File: src/rtl/uart_line_tx.sv
`default_nettype none
// ============================================================================
// Module : uart_line_tx
// Serialises a NUM_BYTES-character ASCII line as back-to-back 8N1 UART frames.
// Rev    : 1.0 - initial release
// ============================================================================
module uart_line_tx #(
  parameter int NUM_BYTES = 14,
  parameter int BAUD_DIV  = 10417
) (
  input  logic                   clk,
  input  logic                   reset,
  input  logic                   start,
  input  logic [8*NUM_BYTES-1:0] line_in,
  output logic                   tx,
  output logic                   busy,
  output logic                   done
);

  localparam int LW = 8 * NUM_BYTES;
  localparam int CW = (BAUD_DIV > 1) ? $clog2(BAUD_DIV) : 1;
  localparam int BW = (NUM_BYTES > 1) ? $clog2(NUM_BYTES) : 1;

  localparam logic [CW-1:0] c_BAUD_LAST = CW'(BAUD_DIV - 1);
  localparam logic [BW-1:0] c_BYTE_LAST = BW'(NUM_BYTES - 1);

  localparam logic [1:0] c_IDLE  = 2'd0;
  localparam logic [1:0] c_START = 2'd1;
  localparam logic [1:0] c_DATA  = 2'd2;
  localparam logic [1:0] c_STOP  = 2'd3;

  logic [1:0]    state_q, state_d;
  logic [CW-1:0] baud_cnt_q, baud_cnt_d;
  logic [2:0]    bit_idx_q, bit_idx_d;
  logic [BW-1:0] byte_idx_q, byte_idx_d;
  logic [LW-1:0] line_q, line_d;
  logic          tx_q, tx_d;
  logic          busy_q, busy_d;
  logic          done_q, done_d;

  logic          w_tick;
  logic [7:0]    w_cur_byte;

  assign w_tick     = (baud_cnt_q == c_BAUD_LAST);
  // The line register shifts left once per byte, so the byte on the wire is always the top one.
  assign w_cur_byte = line_d[LW-1 -: 8];

  always_ff @(posedge clk) begin
    if (reset) begin
      state_q    <= c_IDLE;
      baud_cnt_q <= '0;
      bit_idx_q  <= '0;
      byte_idx_q <= '0;
      line_q     <= '0;
      tx_q       <= 1'b1;
      busy_q     <= 1'b0;
      done_q     <= 1'b0;
    end else begin
      state_q    <= state_d;
      baud_cnt_q <= baud_cnt_d;
      bit_idx_q  <= bit_idx_d;
      byte_idx_q <= byte_idx_d;
      line_q     <= line_d;
      tx_q       <= tx_d;
      busy_q     <= busy_d;
      done_q     <= done_d;
    end
  end

  always_comb begin
    state_d    = state_q;
    baud_cnt_d = baud_cnt_q;
    bit_idx_d  = bit_idx_q;
    byte_idx_d = byte_idx_q;
    line_d     = line_q;
    if (state_q == c_IDLE) begin
      baud_cnt_d = '0;
      if (start) begin
        line_d     = line_in;
        bit_idx_d  = '0;
        byte_idx_d = '0;
        state_d    = c_START;
      end
    end else begin
      baud_cnt_d = w_tick ? '0 : baud_cnt_q + CW'(1);
      if (w_tick) begin
        case (state_q)
          c_START: begin
            bit_idx_d = '0;
            state_d   = c_DATA;
          end
          c_DATA: begin
            if (bit_idx_q == 3'd7) state_d = c_STOP;
            else                   bit_idx_d = bit_idx_q + 3'd1;
          end
          c_STOP: begin
            if (byte_idx_q == c_BYTE_LAST) begin
              state_d = c_IDLE;
            end else begin
              byte_idx_d = byte_idx_q + BW'(1);
              line_d     = line_q << 8;
              state_d    = c_START;
            end
          end
          default: state_d = c_IDLE;
        endcase
      end
    end
  end

  // Outputs are registered from the next state so tx/busy change on the same edge as the state.
  always_comb begin
    tx_d   = 1'b1;
    busy_d = (state_d != c_IDLE);
    done_d = (state_q == c_STOP) && (state_d == c_IDLE);
    case (state_d)
      c_START: tx_d = 1'b0;
      c_DATA:  tx_d = w_cur_byte[bit_idx_d];
      default: tx_d = 1'b1;
    endcase
  end

  assign tx   = tx_q;
  assign busy = busy_q;
  assign done = done_q;

endmodule
`default_nettype wire
File: config.mk
export PLATFORM = sky130hd
export DESIGN_NAME = uart_line_tx
export DESIGN_NICKNAME = d
export VERILOG_FILES = /design/src/rtl/uart_line_tx.sv
export SDC_FILE = /design/constraint.sdc
export NUM_CORES = 1
export LEC_CHECK = 0
export BUFFER_PORTS_ARGS = -buffer_cell sky130_fd_sc_hd__buf_4
export CAP_MARGIN = 0
export CORE_MARGIN = 4
export CORE_UTILIZATION = 50
export CTS_BUF_LIST = sky130_fd_sc_hd__clkbuf_2 sky130_fd_sc_hd__clkbuf_4 sky130_fd_sc_hd__clkbuf_8
export DETAILED_ROUTE_END_ITERATION = 12
export PLACE_DENSITY = 0.79
export SLEW_MARGIN = 20
export SYNTH_ARGS = -nofsm -noshare
export SYNTH_HDL_FRONTEND = slang
export SYNTH_SLANG_ARGS = --single-unit
File: constraint.sdc
create_clock -name clk -period 2 [get_ports clk]
set_input_delay 0 -clock clk [delete_from_list [all_inputs] [get_ports clk]]
set_output_delay 0 -clock clk [all_outputs]
set_load 0.03 [all_outputs]
### After elaboration in Yosys (flattened, before gate mapping)

Index checks and enable logic that the tools add are counted.

* word-level logic and storage cells: 55
* register bits after elaboration: 138

* eq/ne operators: 10
* magnitude comparators: 1
* reductions and logical operators: 8
* add/sub/neg operators: 3
* multiplexer cells: 24

Operator list (number)
* 112-bit two-way mux: 5
* 4-bit two-way mux: 5
* 14-bit by 1-bit adder with 14-bit output (second input constant): 1
* 14-bit == test (second input constant): 1
* 3-bit two-way mux: 4
* 2-bit two-way mux: 4
* 2-bit == test (second input constant): 3
* 2-bit one-hot mux with 3 select lines: 1
* 3-bit one-hot mux with 2 select lines: 1
* 2-bit nonzero test: 3
* 4-bit by 1-bit adder with 4-bit output (second input constant): 1
* 2-bit by 1-bit == test with 1-bit output (second input constant): 2
* 4-bit == test (second input constant): 1
* 2-bit zero test: 2
* 3-bit by 4-bit < comparator with 1-bit output (second input constant): 1
* 2-bit != test (second input constant): 2
* 4-bit AND reduction: 1
* 3-bit by 1-bit adder with 3-bit output (second input constant): 1
* 1-bit binary-select mux with 3-bit select: 1
* 3-bit == test (second input constant): 1
* 3-bit OR reduction: 1
* 1-bit two-way mux: 2
* 1-bit one-hot mux with 2 select lines: 1
* 1-bit logical AND: 1

### Depth between registers and ports, before layout

Gate-level depths: netlist (run 1).

* depth in word-level cells: 8
* mapped depth: 10
* gate-level depth less buffers: 9

### Least setup slack after synthesis (run 1)

No wires, ideal clock.

* path type: reg2reg
* from: register state_q[1]
* to: register tx_q, in the netlist tx
* setup time: 137 ps
* buffers on the path: 0
* cell stages (with the launch flop): 10
* arrival time: 1955 ps
* path slack: -93 ps
* path through: dfxtp_1 inv_1 ha_1 and2_1 nand4_2 o211ai_1 a21boi_1 and2b_1 a22oi_1 a41oi_1

* word-level cells in the longest chain between the ends: 7

RTL lines
* start: declaration: line 32 `logic [1:0] state_q, state_d;`
* start signal: assignment: line 50 `state_q <= c_IDLE;`
* start signal: assignment: line 59 `state_q <= state_d;`
* 2-bit == test or 2-bit by 1-bit == test with 1-bit output (tied branches): line 87 `case (state_q)`
* 3-bit one-hot mux with 2 select lines or 112-bit two-way mux (tied branches): line 87
* 3-bit two-way mux or 112-bit two-way mux (tied branches): line 86 `if (w_tick) begin`
* 3-bit two-way mux or 112-bit two-way mux (tied branches): line 76 `if (state_q == c_IDLE) begin`
* 1-bit binary-select mux with 3-bit select: line 118 `c_DATA: tx_d = w_cur_byte[bit_idx_d];`
* 1-bit two-way mux (not written as such): line 118
* 1-bit one-hot mux with 2 select lines *: line 116 `case (state_d)`
* end signal: assignment: line 64 `tx_q <= tx_d;`
* end: declaration: line 37 `logic tx_q, tx_d;`

Mark *: on every way between the ends. The rest lies on a longest branch, timed or not. The select of a mux whose other input is x is not followed.
A chain may end at the register's enable or synchronous reset.

### Worst setup path in the final report (run 1)

* from: register byte_idx_q[1]
* to: register line_q[70]

* word-level cells in the longest chain between the ends: 3

RTL lines
* start: declaration: line 35 `logic [BW-1:0] byte_idx_q, byte_idx_d;`
* start signal: assignment: line 62 `byte_idx_q <= byte_idx_d;`
* 4-bit == test: line 97 `if (byte_idx_q == c_BYTE_LAST) begin`
* 2-bit != test (no source line)
* 4-bit AND reduction (no source line)
* end signal: assignment: line 63 `line_q <= line_d;`
* end: declaration: line 36 `logic [LW-1:0] line_q, line_d;`

Every way passes these cells.

==> flow_summary_export.csv, run 1 <==
group,metric,value,unit
clock_network,clockBufferDepth,2,
floorplanning,boundaryPins,118,
place,dp_hpwl,11500,µm
clock_network,clk_pin_slew_worst_paths,0.09,ns
min_path,hold_path_depth,4,
routing,drtIter0Drc,1134,
setup_path,r2r_cells,11,
floorplanning,rows,39,
power_and_ir_drop,switching_share,31.6,%
yosys,synth_edf_count,0,
clock_network,cts-root-buf,"clkbuf_8",
setup_path,cp_data_arrival_time,2.62,ns
setup_path,crit_path_start_kind,"flop",
setup_path,critPathMaxStageDelay,0.38,ns
setup_path,cp_max_fo,7,
global_route,overflow,0,
timing,max_freq,439,MHz
power_and_ir_drop,p_leak,3.86,nW
run,max_cap_viol_count,0,
power_and_ir_drop,power,7.35,mW
floorplanning,fp.coreArea,11600,µm²
power_and_ir_drop,p_comb_share,24.3,%
timing,final.setup.worst_slack,-0.276,ns
floorplanning,die_w,118,µm
yosys,seq_area_frac_synth,45.8,%
clock_network,cts_buffers,17,
power_and_ir_drop,vdd.ir_drop.worst,0.726,mV
clock_network,htree_levels,4,
layout,utilization,82.8,%
timing,rsz0062_at_grt,"yes",
setup_path,path_delay_family,"simple AND/OR/NAND/NOR gates",
layout,nFillCells,561,
status,status,"finished with violations",
timing,timing.slew.headroom,62.9,%
timing,setup_violations,100,
power_and_ir_drop,seq_power_share,43.2,%
global_route,grt_usage,30.1,%
floorplanning,start_util,51.9,%
global_route,grt_antenna_before_repair,4,
yosys,synth-seq-cells,138,
setup_path,cp-end-kind,"flop",
timing,period_share,114,%
layout,drive_above_1_share,34.0,%
power_and_ir_drop,power.switching,2.32,mW
min_path,hold_end,"line_q[107]",
yosys,synth_cell_types,52,
yosys,synth_flop_cell,"dfxtp_1",
yosys,ys.warnings.count,0,
routing,wire_per_inst,23.7,µm
timing,clock_skew,0.0233,ns
yosys,syn_inst,693,
clock_network,cts.sinks,138,
yosys,syn_nets,816,
timing,tns,-6.76,ns
setup_path,crit_path_top_delay_cell,"dfxtp_4",
setup_path,required,2.35,ns
setup_path,path_buf_inv,4,
clock_network,cts_tree,"built",
global_route,grt_max_degree,107,
global_route,first_global_vias,6648,
min_path,min_from,"line_in[107]",
timing,hold_violations,0,
routing,drc,0,
floorplanning,die_h,118,µm
status,violations,"setup timing",
routing,ant_nets,0,
layout,area_growth,59.5,%
floorplanning,die-area,13900,µm²
setup_path,r2r-end,"line_q[70]",
timing,finalCriticalPeriod,2.28,ns
timing,tightest_slew,0.556,ns
power_and_ir_drop,clock_power_share,32.5,%
setup_path,r2r-start,"byte_idx_q[1]",
timing,drv_slew,0,
power_and_ir_drop,internal_power,5.03,mW
power_and_ir_drop,power_density,765,nW/µm²
yosys,synth_area,6030,µm²
clock_network,clk_latency,0.47,ns
setup_path,reg2reg_setup_slack,-0.28,ns
yosys,asyncSetResetFlopFracSynth,0,%
setup_path,crit_start,"byte_idx_q[1]",
routing,dr.pass1.iters,6,
min_path,hold_class,"primary input to flop",
setup_path,cp_cell_sequence,"inv_1 -> ha_2 -> nand3_2 -> nor2_1 -> nor3_2 -> buf_4 -> a21boi_4 -> buf_8 -> clkbuf_16 -> nor2_1 -> nor3_1",
setup_path,worst-setup-path-type,"flop to flop",
setup_path,crit_top_cell,"nor2_1",
routing,vias,7319,
layout,nets,1060,
yosys,synth.avg_cell_area,8.70,µm²
routing,via_per_inst,6.67,
timing,whs,0.0217,ns
place,port_buffers,117,
global_route,grt_first_pass_wirelength,34000,µm
place,place_congestion,0.873,
routing,drt_wl_total,26000,µm
## metal layers
metal  GRT usage [%]  vias up  wire length [µm]
met5               0        -                 0
met2            51.8      648             12600
met1            34.9     3428              8930
met3            7.78      177              2680
li1                -     3066                 -
met4            14.1        0              1780
## metrics by stage
| step | std cells | setup WS (ns) | cell area, µm² |
|---|---|---|---|
| floorplan | 693 | -0.0228 | 6050 |
| global placement | 933 | -0.0150 | 7290 |
| detailed placement | 933 | -0.130 | 7290 |
| CTS | 1080 | -0.0666 | 8960 |
| global route | 1097 | -0.308 | 9610 |
| finish | 1097 | -0.276 | 9610 |
## state kept, by name, indices dropped and copies added (netlist names)
signal / cells
baud_cnt_q: 14
state_q: 2
tx: 1
bit_idx_q: 3
byte_idx_q: 4
busy: 1
line_q: 112
done: 1
## worst max-delay path by stage
| stage | to | slack, ns | depth (start not counted) |
|---|---|---|---|
| finish | line_q[70] | -0.28 | 11 |
| global route | line_q[70] | -0.31 | 11 |
| CTS | tx | -0.07 | 8 |
| detailed placement | line_q[68] | -0.13 | 9 |
| global placement | tx | -0.02 | 9 |
| floorplan | line_q[12] | -0.02 | 9 |
## cells by family (layout without fill, tap and decap cells)
family | count (synthesis) | count (layout) | share of synthesized area (%)
and+or+nand+nor | 298 | 298 | 23.1
AOI/OAI and AO/OA | 151 | 151 | 20.4
DFF | 138 | 138 | 45.8
buffers and inverters | 74 | 331 | 5.27
xor gates and xnor gates | 13 | 13 | 1.89
muxes | 11 | 11 | 1.83
adders and majority gates | 8 | 8 | 1.66
other | 0 | 4 | 0
## power by group through the flow
| stage | Sequential (mW) | Clock, mW | Combinational [mW] |
|---|---|---|---|
| after floorplan | 3.16 | 0 | 0.735 |
| after global placement | 3.19 | 0 | 1.10 |
| after detailed placement | 3.19 | 0 | 1.14 |
| after CTS | 3.13 | 2.33 | 1.42 |
| after global routing | 3.20 | 2.49 | 1.87 |
| final | 3.18 | 2.39 | 1.79 |
## tightest hold or removal path, delay by kind of cell
kind	cells	cell delay (ns)
buffers and inverters	1	0.08
AND/OR/NAND/NOR	1	0.08
AO/OA/AOI/OAI	2	0.29
## cells in the mapped netlist (2+ instances only)
cell,number,share of area [%]
dfxtp_1,138,46
nor2_1,132,8.2
nor3_1,99,8.2
a221oi_1,96,14
clkbuf_1,50,3.1
nand2_1,21,1.3
nand3_1,17,1.4
a21oi_1,13,1.1
mux2i_1,11,1.8
o21ai_0,11,0.91
buf_2,8,0.66
ha_1,8,1.7
inv_1,8,0.50
xor2_1,7,1.0
a22o_1,6,0.87
a31oi_1,6,0.62
xnor2_1,6,0.87
buf_4,5,0.62
nor2b_1,5,0.52
nand4_1,4,0.42
and2_1,3,0.31
and3_1,3,0.31
or3_1,3,0.31
a211oi_1,2,0.25
a31o_2,2,0.29
nor3b_1,2,0.25
nor4b_4,2,0.79
## placed cells by master, fill, tap and decap left out, types with 5 or more instances in the layout
master | synthesis | routed
inv_1 | 8 | 6
buf_4 | 5 | 154
a31oi_1 | 6 | 6
mux2i_1 | 11 | 10
o21ai_0 | 11 | 11
ha_1 | 8 | 6
buf_12 | 0 | 12
a221oi_1 | 96 | 80
nand3_2 | 0 | 6
nor2_1 | 132 | 112
xor2_1 | 7 | 7
a21oi_1 | 13 | 6
dlygate4sd3_1 | 0 | 106
nor2_2 | 1 | 20
clkbuf_8 | 0 | 19
nand3_1 | 17 | 11
nor3_1 | 99 | 73
dfxtp_1 | 138 | 133
a22o_1 | 6 | 6
buf_6 | 1 | 5
a21oi_2 | 1 | 8
a221oi_2 | 0 | 16
nand2_1 | 21 | 21
clkbuf_16 | 0 | 9
nor3_2 | 0 | 26
xnor2_1 | 6 | 6
## repair_timing
item	in CTS	in global routing
gates resized for setup	20	98
cloned	3	10
hold buffers	106	0
setup endpoints to repair	105	110
hold endpoints to repair	117	0
pin swaps	7	71
buffers inserted	6	5
## final cells by class
type / count / area [µm²] / share of cell area (%)
diodes: 4 / 10.0 / 0.104
multi-input cells: 481 / 3390 / 35.3
repair buffers: 290 / 2820 / 29.4
flip-flops and latches: 138 / 2770 / 28.8
clock buffers: 19 / 262 / 2.72
clock inverters: 13 / 141 / 1.47
well taps: 143 / 179 / 1.86
inverters: 9 / 33.8 / 0.351
(Power assumes the default switching activity.)
==> inputs of run 2 (changes only) <==
Settings changed: CORE_UTILIZATION 50 to 52, PLACE_DENSITY 0.79 to 0.82, SKIP_CTS_REPAIR_TIMING from default to 1.
==> run 2 against run 1 <==
Net effect: combinational power is 7% lower; non-clock buffer count decreased by 17; sequential power about the same; sequential share of layout area rose by 1.2 points; clock skew down 0.0041 ns; routed wire length is 6.4% lower; utilization decreased by 1.7 points; worst setup slack improved by 0.00096 ns; via count shrank 3.3%; register-to-register slack about the same; the run still ends with setup timing left; final cell count fell by 1.8%; die area fell by 3.6%.
==> flow_summary_export.csv, run 2 (synthesis gave the netlist of run 1 again) <==
group,metric,value,unit
floorplanning,die_w,116,µm
setup_path,required,2.35,ns
floorplanning,boundaryPins,118,
place,dp_hpwl,10800,µm
layout,nFillCells,573,
routing,drt_wl_total,24400,µm
timing,timing.slew.headroom,62.8,%
layout,reg_top3,"line_q x112, baud_cnt_q x14, byte_idx_q x4",
power_and_ir_drop,switching_share,30.1,%
power_and_ir_drop,power_density,804,nW/µm²
floorplanning,die_h,116,µm
layout,largest_register_ffs,112,
clock_network,htree_levels,4,
run,max_cap_viol_count,0,
clock_network,clockBufferDepth,2,
setup_path,cp_cell_sequence,"nor4b_4 -> buf_4 -> nand4_1 -> buf_6 -> a21boi_4 -> clkbuf_16 -> clkbuf_16 -> nor2_1 -> nor3_1",
routing,vias,7075,
global_route,met1_usage,31.0,%
timing,tns,-12.59,ns
timing,hold_violations,0,
layout,nets,1043,
timing,finalCriticalPeriod,2.27,ns
global_route,grt_usage,23.9,%
routing,dr.pass1.iters,7,
clock_network,cts.sinks,138,
global_route,overflow,0,
status,status,"finished with violations",
layout,regMostFlops,"line_q",
timing,rsz0062_at_grt,"yes",
global_route,grt_first_pass_wirelength,25700,µm
floorplanning,die-area,13400,µm²
setup_path,path_delay_family,"simple AND/OR/NAND/NOR gates",
floorplanning,start_util,53.0,%
status,violations,"setup timing",
power_and_ir_drop,power.switching,2.23,mW
layout,mostFrequentLayoutCell,"buf_4",
routing,ant_nets,0,
global_route,grt_max_degree,114,
power_and_ir_drop,p_leak,3.70,nW
power_and_ir_drop,seq_power_share,42.7,%
timing,final.setup.worst_slack,-0.275,ns
timing,setup_violations,107,
setup_path,path_buf_inv,4,
timing,period_share,114,%
place,placed_cell_area,7220,µm²
setup_path,critPathMaxStageDelay,0.38,ns
clock_network,clk_pin_slew_worst_paths,0.09,ns
clock_network,cts_buffers,17,
clock_network,clk_latency,0.47,ns
setup_path,cp_data_arrival_time,2.63,ns
setup_path,crit_path_top_delay_cell,"dfxtp_1",
global_route,met3_usage,6.37,%
place,place_congestion,0.890,
layout,final_area,9220,µm²
timing,max_freq,440,MHz
floorplanning,rows,39,
min_path,hold_class,"primary input to flop",
timing,drv_slew,0,
power_and_ir_drop,power,7.41,mW
clock_network,cts_tree,"built",
routing,via_per_inst,6.57,
setup_path,crit_path_start_kind,"flop",
routing,drtIter0Drc,926,
layout,final_cells,1077,
timing,tightest_slew,0.559,ns
power_and_ir_drop,internal_power,5.18,mW
place,port_buffers,117,
routing,drc,0,
global_route,first_global_vias,5424,
layout,drive_above_1_share,27.8,%
setup_path,cp-end-kind,"flop",
global_route,grt_antenna_before_repair,0,
layout,multi_input_area,3190,µm²
setup_path,worst-setup-path-type,"flop to flop",
layout,regArea,2770,µm²
global_route,busiest_layer,"met2",
floorplanning,fp.coreArea,11400,µm²
timing,clock_skew,0.0192,ns
power_and_ir_drop,clock_power_share,35.0,%
routing,wire_per_inst,22.6,µm
place,placed_cells,925,
layout,area_growth,52.9,%
setup_path,cp_max_fo,9,
setup_path,crit_top_cell,"clkbuf_16",
layout,layout_common_cells,"buf_4 (147), dfxtp_1 (132), nor2_1 (127), dlygate4sd3_1 (105)",
power_and_ir_drop,p_comb_share,22.4,%
power_and_ir_drop,vdd.ir_drop.worst,0.917,mV
clock_network,cts-root-buf,"clkbuf_8",
global_route,met2_usage,39.6,%
[run 2: changes by cell type in the layout (fill, tap and decap cells not counted), sizes merged]
cell	delta
dlygate4sd3	-1
inv	-1
diode	-3
clkinv	+1
clkbuf	-3
bufinv	+2
clkinvlp	-1
buf	-14
[run 2: power by group through the flow]
stage / registers (mW) / clock network, mW / logic (mW)
detailed placement: 3.19 / 0 / 1.13
global placement: 3.18 / 0 / 1.10
floorplan: 3.16 / 0 / 0.735
CTS: 3.13 / 2.51 / 1.14
global route: 3.18 / 2.70 / 1.75
finish: 3.16 / 2.59 / 1.66
[run 2: through the flow]
step	hold slack [ns]	worst slack (ns)	util [%]
6_report	0.0402	-0.275	81.1
3_5_place_dp	0.278	-0.0977	63.5
3_3_place_gp	0.271	0.000408	63.5
5_1_grt	0.0568	-0.324	81.0
4_1_cts	-0.191	-0.118	67.3
2_1_floorplan	0.152	-0.0228	-
[run 2: per-layer routing]
metal / vias to the layer above / share of wire (%)
li1: 3038 / -
met1: 3296 / 34
met2: 566 / 49
met3: 175 / 10
met4: 0 / 7.1
met5: - / 0
[run 2: path summary, 6_finish.rpt]
path / start / endpoint / slack (ns) / cells after the start
setup / recovery: baud_cnt_q[3] / line_q[77] / -0.27 / 9
hold reg to reg: line_q[1] / line_q[1] / 0.47 / 2
setup reg to reg: baud_cnt_q[3] / line_q[77] / -0.27 / 9
hold / removal: line_in[109] / line_q[109] / 0.04 / 4
[run 2: cell type report]
class                   instances  area share, %
multi-input cells             481           34.6
flip-flops and latches        138           30.1
repair buffers                273           28.3
clock buffers                  18           2.62
clock inverters                14           2.10
well taps                     143           1.94
inverters                       9          0.367
diodes                          1         0.0272
[run 2: worst reg2reg max path: stages (launching register included)]
cell	delay (ns)
dfxtp_1	0.38
nor4b_4	0.34
buf_4	0.19
nand4_1	0.12
buf_6	0.17
a21boi_4	0.24
clkbuf_16	0.21
clkbuf_16	0.16
nor2_1	0.05
nor3_1	0.32
==> inputs of run 3 (changes only) <==
Settings changed: PLACE_DENSITY 0.82 to 0.91.
==> run 3 against run 2 <==
Net effect: critical endpoint is now line_q[64]; count of clock-buffer cells in the layout increased by 5; register-to-register slack got worse by 0.33 ns; the flow still finishes with violations (setup timing); critical path depth increased by 1; design area increased by 10%; largest power group unchanged; critical path type unchanged; clock skew increased by 0.0048 ns; worst hold slack got worse by 0.032 ns; first-iteration DRC count increased by 24%; highest routed layer unchanged; global-route usage increased by 1.7 points; final cell count increased by 3.3%; sequential cell count unchanged.
==> flow_summary_export.csv, run 3 (synthesis gave the netlist of run 1 again) <==
group,metric,value,unit
floorplanning,die-area,13400,µm²
routing,vias,7774,
layout,mostFrequentLayoutCell,"buf_4",
setup_path,worst-setup-path-type,"flop to flop",
global_route,first_global_vias,5749,
setup_path,r2r_cells,10,
layout,final_area,10200,µm²
routing,drc,0,
timing,hold_violations,0,
floorplanning,fp.coreArea,11400,µm²
floorplanning,start_util,53.0,%
setup_path,cp-end-kind,"flop",
layout,drive_above_1_share,41.9,%
min_path,hold_end,"line_q[107]",
layout,regMostFlops,"line_q",
run,max_cap_viol_count,0,
floorplanning,rows,39,
global_route,grt_antenna_before_repair,0,
floorplanning,die_h,116,µm
setup_path,r2r-end,"line_q[64]",
timing,finalCriticalPeriod,2.60,ns
min_path,hold_path_depth,4,
timing,drv_slew,0,
place,dp_hpwl,11700,µm
routing,drt_wl_total,29600,µm
floorplanning,die_w,116,µm
place,place_congestion,0.910,
routing,dr.pass1.iters,9,
clock_network,clk_latency,0.48,ns
min_path,min_from,"line_in[107]",
setup_path,required,2.36,ns
timing,final.setup.worst_slack,-0.601,ns
status,status,"finished with violations",
routing,via_per_inst,6.98,
global_route,grt_max_degree,51,
timing,max_freq,384,MHz
routing,ant_nets,0,
layout,reg_top3,"line_q x112, baud_cnt_q x14, byte_idx_q x4",
timing,timing.slew.headroom,50.3,%
timing,rsz0062_at_grt,"yes",
layout,area_growth,68.9,%
power_and_ir_drop,p_leak,4.08,nW
timing,clock_skew,0.0240,ns
layout,largest_register_ffs,112,
clock_network,cts-root-buf,"clkbuf_8",
clock_network,clk_pin_slew_worst_paths,0.08,ns
timing,period_share,130,%
clock_network,cts_tree,"built",
routing,drtIter0Drc,1151,
global_route,grt_first_pass_wirelength,27100,µm
floorplanning,boundaryPins,118,
layout,nets,1086,
status,violations,"setup timing",
layout,diodes,0,
setup_path,reg2reg_setup_slack,-0.60,ns
place,placed_cell_area,7460,µm²
timing,setup_violations,115,
setup_path,cp_max_fo,8,
layout,final_cells,1113,
power_and_ir_drop,power_density,744,nW/µm²
routing,wire_per_inst,26.6,µm
min_path,hold_class,"primary input to flop",
timing,tightest_slew,0.746,ns
setup_path,r2r-start,"baud_cnt_q[2]",
global_route,overflow,0,
place,placed_cells,953,
setup_path,crit_path_start_kind,"flop",
power_and_ir_drop,vdd.ir_drop.worst,0.717,mV
layout,layout_common_cells,"buf_4 (173), dfxtp_1 (132), dlygate4sd3_1 (105), a221oi_1 (88), nor2_1 (78)",
clock_network,htree_levels,4,
clock_network,cts.sinks,138,
clock_network,clockBufferDepth,2,
global_route,grt_usage,25.6,%
place,port_buffers,117,
setup_path,cp_data_arrival_time,2.96,ns
clock_network,cts_buffers,17,
## run 3: cell count changes in the layout (fill, tap and decap cells not counted), moves of 4 or more
cell | before | now
nor3_1 | 88 | 37
nor2_4 | 1 | 46
buf_6 | 1 | 11
nor3_2 | 11 | 62
nor2_1 | 127 | 78
buf_4 | 147 | 173
nand3_1 | 14 | 10
nor2_2 | 5 | 10
clkbuf_8 | 17 | 21
## run 3: final cells by class
class	instances	area, µm²
multi-input cells	482	3860
repair buffers	315	3000
flip-flops and latches	138	2770
fillers	376	1190
clock buffers	23	304
well taps	143	179
clock inverters	3	42.5
inverters	9	33.8
## run 3: report_power, final
group / internal, mW / switching, mW / leakage, nW
logic: 1.00 / 1.10 / 2.76
clock network: 1.10 / 1.13 / 0.178
registers: 3.00 / 0.240 / 1.14
## run 3: worst max path at each step
stage / from / slack, ns / depth (start not counted) / end
after floorplan: state_q[0] / -0.02 / 9 / line_q[12]
after global placement: baud_cnt_q[10] / -0.16 / 7 / line_q[93]
after detailed placement: baud_cnt_q[9] / -0.31 / 7 / line_q[78]
after CTS: baud_cnt_q[9] / -0.37 / 7 / line_q[86]
after global routing: baud_cnt_q[6] / -0.58 / 10 / line_q[64]
final: baud_cnt_q[2] / -0.60 / 10 / line_q[64]
## run 3: per-layer routing
metal | GRT usage (%) | share of wire (%)
met5 | 0 | 0
met4 | 9.90 | 9.5
met3 | 7.83 | 10
met2 | 41.9 | 48
met1 | 31.8 | 33
## run 3: worst max-delay path, stage by stage (launching register included)
cell	delay, ns
dfxtp_2	0.35
nor4b_4	0.34
buf_4	0.19
nand4_1	0.28
buf_6	0.25
a21boi_4	0.26
buf_12	0.20
buf_6	0.12
buf_12	0.12
nor2_1	0.10
nor3_1	0.27
## run 3: stage by stage
| step | utilization, % | power (mW) | hold slack, ns | TNS (ns) | worst slack, ns |
|---|---|---|---|---|---|
| 2_1_floorplan | - | 3.89 | 0.152 | -1.03 | -0.0228 |
| 3_3_place_gp | 65.6 | 4.33 | 0.271 | -10.47 | -0.156 |
| 3_5_place_dp | 65.6 | 4.38 | 0.276 | -18.58 | -0.305 |
| 4_1_cts | 68.7 | 6.44 | -0.211 | -22.64 | -0.374 |
| 5_1_grt | 89.6 | 7.73 | 0.0108 | -34.20 | -0.582 |
| 6_report | 89.6 | 7.57 | 0.00782 | -35.33 | -0.601 |
